## src/rtl/led_1bit.sv

```systemverilog
// Single-LED walking light: one-hot WIDTH-bit bus whose lit bit advances every
// STEP_DIV cycles, either rotating around the ends or bouncing between them.
module led_1bit #(
  parameter int unsigned WIDTH    = 8,
  parameter int unsigned STEP_DIV = 1,
  parameter bit          DIR      = 1'b0,
  parameter bit          BOUNCE   = 1'b0
) (
  input  logic             clk,
  input  logic             rs,
  output logic [WIDTH-1:0] q
);

  localparam int unsigned     CW      = (STEP_DIV > 1) ? $clog2(STEP_DIV) : 1;
  localparam logic [CW-1:0]   LAST    = CW'(STEP_DIV - 1);
  localparam logic [WIDTH-1:0] RESET_Q = DIR ? {1'b1, {(WIDTH-1){1'b0}}} : WIDTH'(1);

  typedef enum logic {
    LEFT  = 1'b0,
    RIGHT = 1'b1
  } dir_e;

  localparam dir_e DIR_INIT = dir_e'(DIR);

  logic [CW-1:0]    cnt;
  logic             step;
  logic             onehot;
  dir_e             dir;
  dir_e             dir_next;
  logic [WIDTH-1:0] q_next;

  assign step   = (cnt == LAST);
  assign onehot = (q != '0) && ((q & (q - WIDTH'(1))) == '0);

  // NOTE: every output of this block gets a default first, so no path leaves
  // q_next or dir_next unassigned and no latch is inferred.
  always_comb begin
    q_next   = q;
    dir_next = dir;
    if (!onehot) begin
      // A corrupted pattern is not walked further; restart from a known state.
      q_next   = RESET_Q;
      dir_next = DIR_INIT;
    end else if (dir == LEFT) begin
      if (BOUNCE && q[WIDTH-1]) begin
        dir_next = RIGHT;
        q_next   = q >> 1;
      end else begin
        q_next = {q[WIDTH-2:0], q[WIDTH-1]};
      end
    end else begin
      if (BOUNCE && q[0]) begin
        dir_next = LEFT;
        q_next   = q << 1;
      end else begin
        q_next = {q[0], q[WIDTH-1:1]};
      end
    end
  end

  // NOTE: state registers use non-blocking assignments so all of them update
  // together from values sampled at the same clock edge.
  always_ff @(posedge clk or negedge rs) begin
    if (!rs) begin
      cnt <= '0;
      dir <= DIR_INIT;
      q   <= RESET_Q;
    end else begin
      cnt <= step ? '0 : cnt + CW'(1);
      if (step) begin
        q   <= q_next;
        dir <= dir_next;
      end
    end
  end

endmodule

```

## config.mk

```make
export PLATFORM = sky130hd
export DESIGN_NAME = led_1bit
export DESIGN_NICKNAME = d
export VERILOG_FILES = /design/src/rtl/led_1bit.sv
export SDC_FILE = /design/constraint.sdc
export NUM_CORES = 1
export LEC_CHECK = 0
export CORE_AREA = 2 2 39 41
export DETAILED_ROUTE_END_ITERATION = 6
export DIE_AREA = 0 0 41 43
export PLACE_DENSITY_LB_ADDON = 0.1
export REMOVE_ABC_BUFFERS = 1
export SYNTH_ARGS = -nofsm -noshare
export SYNTH_HDL_FRONTEND = slang
export SYNTH_SLANG_ARGS = --single-unit
```

## constraint.sdc

```tcl
create_clock -name clk -period 1.4 [get_ports clk]
set_input_delay 0.35 -clock clk [delete_from_list [all_inputs] [get_ports clk]]
set_output_delay 0.35 -clock clk [all_outputs]
set_load 0.02 [all_outputs]
```

==> results by group, run 1 <==
Run status
  • Outcome: finished with violations
  • Failing checks: negative setup slack

Placement
  • RD Place Congestion: 0.713
  • Post-Place Setup Slack: -0.140 ns
  • DP Cell Count: 61
  • I/O Buffers: 9
  • DP Wirelength: 671 µm

Layout
  • Area grow syn2layout: 47.0%
  • N_diodes: 0
  • Layout cell share with drive strength beyond 1: 0.462
  • Top flop regs: q x8
  • Fillers: 147
  • Max FFs per register: 8
  • Biggest register: q
  • Final net count: 55
  • Final std cells w/o fill: 68

Timing
  • Setup TNS: -0.551 ns
  • Post-layout minimum cycle time: 1.54 ns
  • Clk_skew: 0.00852 ns
  • Final Hold Viols: 0
  • Tightest Pin Transition: 0.370 ns
  • Pins Over Slew Limit: 0
  • Setup violations, final: 5
  • Setup WS post-layout: -0.138 ns
  • Fmax: 650 MHz
  • Period utilization: 1.10
  • RSZ-0062 raised after global routing: true
  • Rel. slew slack: 0.753

Logic synthesis
  • Register area share after synthesis: 0.514
  • #FFs+latches synth: 8
  • Synthesized area per cell: 12.6 µm²
  • Syn Inst Count: 31
  • Synthesized area: 392 µm²
  • Yosys Warn Count: 0
  • Post-synthesis cell type count: 17

Worst setup path
  • Largest stage delay on the critical path: 0.59 ns
  • Max stage delay cell, worst path: or4_4
  • Critical setup path kind: reg -> reg
  • Crit. Startpoint: q[2]
  • Cell Chain, Critical Path: or4_4 -> nor4_4 -> nor2_2 -> a21boi_1
  • FF-to-FF End: q[4]
  • Critical Path RT: 1.57 ns
  • WP buf/inv: 0
  • FF-to-FF setup slack: -0.14 ns
  • Reg2reg path depth: 4
  • Reg-to-reg startpoint: q[2]
  • Top Family by Delay on Critical Path: simple AND/OR/NAND/NOR gates
  • Worst Setup Start Kind: flip-flop
  • CP Max Fanout: 5
  • Crit. End Element: flip-flop
  • Worst EP arrival: 1.71 ns

Floorplanning
  • Die ar.: 1760 µm²
  • Die X: 41 µm
  • I/O pins: 10
  • Initial Util: 0.283
  • Die height: 43 µm
  • Core box area: 1380 µm²
  • FP Rows: 14

Clock network
  • CTS tree: yes
  • CTS Sinks: 8
  • Cts bufs inserted: 3
  • Reg clk slew, reported paths: 0.06 ns
  • Max clock buf depth: 2
  • Clock latency on the worst-skew pair: 0.26 ns
  • H-tree Lvls: 1
  • Post-CTS Hold Fix Bufs: 0
  • CTS root buffer: clkbuf_4

Global routing
  • GR Util met3: 0.0314
  • Met1 usage: 0.149
  • Busiest metal layer after global routing: met2
  • Gr usage total: 0.126
  • Grt ovf: 0
  • Pin count of the biggest net entering global routing: 9
  • Vias in the first global route: 335
  • Global-route wire length before repair: 1.44 mm
  • Antenna violations before repair: 0
  • Met2 Use GR: 0.191

Drt
  • TritonRoute pass-1 iters: 2
  • Vias per Instance: 4.81
  • Total vias in the final route: 327
  • Routed WL: 913 µm
  • Antenna-violating nets left: 0
  • Drt drc: 0
  • WL per Instance: 13.4 µm
  • Drt first-iter violations: 4

Power
  • Clk pwr share: 0.446
  • Max VDD drop: 0.392 mV
  • Sequential Power Share: 0.538
  • Switch share: 0.202
  • Power share of the combinational group: 0.016
  • LEAKAGE: 0.262 nW
  • Psw: 0.0000871 W
  • Int Power: 0.000343 W
  • Cell Pwr Density: 748 nW/µm²

Flow run
  • Max_cap viols: 0

Hold path
  • Worst min path class: in -> async
cells in the final DEF (no fill, tap or decap), types with 3 or more instances in the layout:
master | synthesis | final
buf_4 | 0 | 7
clkbuf_4 | 0 | 3
a21boi_1 | 4 | 4
dfrtp_1 | 7 | 6
nor3_1 | 3 | 3
worst reg2reg max path: cells and delay by family, from the launching register on:
family | cells | cell delay, ns
and+or+nand+nor | 3 | 0.93
DFF | 1 | 0.38
AOI/OAI and AO/OA | 1 | 0.14
repair_timing:
action                     in CTS  in global routing
setup endpoints to repair      13                  9
buffers inserted                0                  3
pin swaps                       1                  2
resized for setup              17                 10
power by group through the flow:
stage / registers (W) / logic, W / clock network, W
2_1_floorplan: 0.000236 / 0.0000000000489 / 0
3_3_place_gp: 0.000235 / 0.00000714 / 0
3_5_place_dp: 0.000235 / 0.00000721 / 0
4_1_cts: 0.000231 / 0.00000731 / 0.000197
5_1_grt: 0.000231 / 0.00000795 / 0.000215
6_report: 0.000231 / 0.00000686 / 0.000192
worst max-delay path by stage:
| stage | endpoint | slack [ns] | depth (start not counted) |
|---|---|---|---|
| after floorplan | q[5] | -0.16 | 4 |
| after global placement | q[5] | -0.10 | 4 |
| after detailed placement | q[4] | -0.14 | 4 |
| after CTS | q[4] | -0.15 | 4 |
| after global routing | q[4] | -0.21 | 4 |
| final | q[4] | -0.14 | 4 |
cell usage after synthesis:
master    instances  area share
xnor2_1           2       0.045
or3b_1            2       0.045
a211oi_1          1       0.019
or2b_1            1       0.019
nor3b_1           1       0.019
dfstp_2           1       0.067
nand2b_1          2       0.032
dfrtp_1           7        0.45
nor4_2            1       0.032
nor3_1            3       0.038
nor4_4            1       0.054
nor2_2            1       0.016
or4_4             1       0.029
nor4_1            1       0.016
o21ai_1           1       0.013
a21boi_1          4       0.077
a211oi_2          1       0.032
metal layers:
| layer | up-vias | share of wire | routed length [µm] |
|---|---|---|---|
| met5 | - | 0 | 0 |
| met4 | 0 | 0 | 0 |
| met3 | 0 | 0.060 | 55 |
| met2 | 10 | 0.53 | 480 |
| met1 | 159 | 0.41 | 378 |
| li1 | 158 | - | - |
logic make-up after synthesis:
logic type | after synthesis | share of synthesized area
and+or+nand+nor | 14 | 0.300
DFF | 8 | 0.514
AOI/OAI and AO/OA | 7 | 0.141
xor gates and xnor gates | 2 | 0.0447
per-stage QoR:
stage	power, W	hold WS [ns]	util	cell area (µm²)
2_1_floorplan	0.000236	0.0544	-	392
3_3_place_gp	0.000243	0.572	0.390	539
3_5_place_dp	0.000243	0.580	0.390	539
4_1_cts	0.000436	0.379	0.401	554
5_1_grt	0.000454	0.388	0.416	576
6_report	0.000430	0.371	0.416	576
area by class of cell:
| type | instances | area, µm² | area share |
|---|---|---|---|
| multi-input combinational | 23 | 194 | 0.337 |
| tap | 16 | 20.0 | 0.0348 |
| timing repair buffer | 17 | 133 | 0.230 |
| clock buffer | 4 | 26.3 | 0.0457 |
| sequential | 8 | 203 | 0.352 |
Power figures use the tool's default switching activity.
==> run 2, diff against run 1 <==
==> constraint.sdc (replaced) <==
create_clock -name clk -period 1.6 [get_ports clk]
set_input_delay 0.4 -clock clk [delete_from_list [all_inputs] [get_ports clk]]
set_output_delay 0.4 -clock clk [all_outputs]
set_load 0.02 [all_outputs]
==> run 2 against run 1 <==
Effect of this change: the flow now finishes without violations; combinational power decreased by 14%; flip-flop and latch count unchanged; first-iteration DRC count fell by 100%; worst hold slack gained 0.045 ns; register-to-register slack better by 0.14 ns; non-clock buffer count shrank 2; critical path type unchanged; critical endpoint is now q[5].
==> results by group, run 2 (synthesis results as in run 1) <==
Run status
  • Outcome: completed

Worst setup path
  • Critical Path RT: 1.76 ns (+0.19 ns)
  • Worst EP arrival: 1.76 ns (+0.05 ns)
  • Reg2reg path depth: 4 (unchanged)
  • Cell count along the critical path: 4 (unchanged)
  • FF-to-FF setup slack: 0.00005 ns (+0.14 ns)
  • CP Max Fanout: 5 (unchanged)
  • FF-to-FF End: q[5]
  • Cell Chain, Critical Path: or4_4 -> nor4_4 -> nor2_2 -> a21boi_1
  • Largest stage delay on the critical path: 0.60 ns (about the same)
  • Worst Setup Start Kind: flip-flop
  • Critical setup path kind: reg -> reg
  • Top Family by Delay on Critical Path: simple AND/OR/NAND/NOR gates
  • Crit. End Element: flip-flop
  • Max stage delay cell, worst path: or4_4
  • WP buf/inv: 0 (unchanged)
  • Reg-to-reg startpoint: q[3]

Drt
  • Drt first-iter violations: 0 (-4)
  • TritonRoute pass-1 iters: 1 (-1)
  • WL per Instance: 13.8 µm (+3.1%)
  • Drt drc: 0 (unchanged)
  • Antenna-violating nets left: 0 (unchanged)
  • Total vias in the final route: 314 (-4.0%)
  • Vias per Instance: 4.76 (-1.1%)
  • Routed WL: 914 µm (+0.11%)

Power
  • Power share of the combinational group: 0.016 (about the same)
  • Sequential Power Share: 0.543 (+0.005)
  • Switch share: 0.195 (-0.00703)
  • LEAKAGE: 0.285 nW (+8.6%)
  • Psw: 0.0000729 W (-16%)
  • Cell Pwr Density: 648 nW/µm² (-13%)
  • Clk pwr share: 0.441 (-0.005)
  • Int Power: 0.000300 W (-13%)
  • Max VDD drop: 0.448 mV (+14%)

Timing
  • Pins Over Slew Limit: 0 (unchanged)
  • Clk_skew: 0.0163 ns (+0.00782 ns)
  • Setup TNS: 0 ns (+0.551 ns)
  • Final Hold Viols: 0 (unchanged)
  • Worst hold slack: 0.417 ns (+0.0452 ns)
  • Period utilization: 1.00 (-0.0984)
  • Setup violations, final: 0 (-5)
  • Fmax: 625 MHz (-3.9%)
  • Tightest Pin Transition: 0.364 ns (-0.00620 ns)
  • Rel. slew slack: 0.757 (+0.00415)
  • RSZ-0062 raised after global routing: true
  • Post-layout minimum cycle time: 1.60 ns (+0.0623 ns)

Layout
  • Area grow syn2layout: 47.0% (unchanged)
  • Fillers: 143 (-2.7%)
  • Biggest register: q
  • Final net count: 53 (-3.6%)
  • Layout Utilization: 0.416 (unchanged)
  • Commonest cells after routing, fill and taps aside: dlygate4sd2_1 (7), buf_4 (6), dfrtp_1 (6), a21boi_1 (4)
  • Top flop regs: q x8
  • Max FFs per register: 8 (unchanged)
  • N_diodes: 0 (unchanged)
  • Most common cell after layout, fill and taps aside: dlygate4sd2_1
  • Layout cell share with drive strength beyond 1: 0.320 (-0.142)

Placement
  • DP Wirelength: 645 µm (-3.8%)
  • I/O Buffers: 9 (unchanged)
  • RD Place Congestion: 0.735 (+3.1%)

Clock network
  • Cts bufs inserted: 3 (unchanged)
  • H-tree Lvls: 1 (unchanged)
  • Reg clk slew, reported paths: 0.06 ns (about the same)
  • CTS Sinks: 8 (unchanged)
  • Post-CTS Hold Fix Bufs: 0 (unchanged)
  • CTS root buffer: clkbuf_4
  • CTS tree: yes
  • Clock latency on the worst-skew pair: 0.26 ns (about the same)
  • Max clock buf depth: 2 (unchanged)

Hold path
  • Worst min path class: in -> async

Global routing
  • Global-route wire length before repair: 1.55 mm (+7.6%)
  • Vias in the first global route: 339 (+1.2%)
  • Gr usage total: 0.136 (+0.0101)
  • Grt ovf: 0 (unchanged)
  • Pin count of the biggest net entering global routing: 9 (unchanged)
  • Antenna violations before repair: 0 (unchanged)

Floorplanning
  • Die X: 41 µm (unchanged)
  • Die ar.: 1760 µm² (unchanged)
  • FP Rows: 14 (unchanged)
  • Die height: 43 µm (unchanged)
  • Core box area: 1380 µm² (unchanged)
  • I/O pins: 10 (unchanged)
  • Initial Util: 0.283 (unchanged)

Flow run
  • Max_cap viols: 0 (unchanged)
-- run 2: changes by cell type in the layout (fill, tap and decap cells not counted), sizes merged --
cell,previous run,this run
dlymetal6s2s,0,1
clkbuf,6,4
buf,11,6
clkdlybuf4s15,1,0
dlygate4sd2,2,7
-- run 2: area by class of cell --
class / count / area, µm² / share of cell area
Clock buffer: 4 / 26.3 / 0.0457
Tap cell: 16 / 20.0 / 0.0348
Timing Repair Buffer: 15 / 129 / 0.224
Sequential cell: 8 / 203 / 0.352
Multi-Input combinational cell: 23 / 198 / 0.343
-- run 2: how the worst max path moves through the flow --
stage          from  endpoint  slack [ns]
2_1_floorplan  q[2]      q[5]        0.04
3_3_place_gp   q[3]      q[3]        0.05
3_5_place_dp   q[3]      q[6]        0.05
4_1_cts        q[6]      q[6]      0.0002
5_1_grt        q[3]      q[5]       -0.07
6_report       q[3]      q[5]     0.00005
-- run 2: timing repair --
action	in CTS	in global routing
setup endpoints to repair	8	5
setup buffers	0	2
gates resized for setup	7	3
pin swaps	0	4
-- run 2: metrics by stage --
stage               setup slack (ns)  instances  cell area (µm²)  total power, W
finish                     0.0000511         66              576        0.000373
floorplan                     0.0442         31              392        0.000206
detailed placement            0.0487         60              532        0.000212
CTS                         0.000245         64              549        0.000385
global route                 -0.0715         66              576        0.000398
global placement              0.0532         60              532        0.000212
-- run 2: power by group through the flow --
stage,Clock [W],Combinational (W),Sequential [W]
2_1_floorplan,0,0.0000000000489,0.000206
3_3_place_gp,0,0.00000617,0.000206
3_5_place_dp,0,0.00000624,0.000206
4_1_cts,0.000176,0.00000614,0.000203
5_1_grt,0.000189,0.00000681,0.000202
6_report,0.000165,0.00000593,0.000203
-- run 2: per-layer routing --
metal,global-route usage,share of wire,vias up
met4,0.100,0,0
met2,0.197,0.50,10
met1,0.159,0.42,148
met3,0.0419,0.078,0
li1,-,-,156
met5,0,0,-
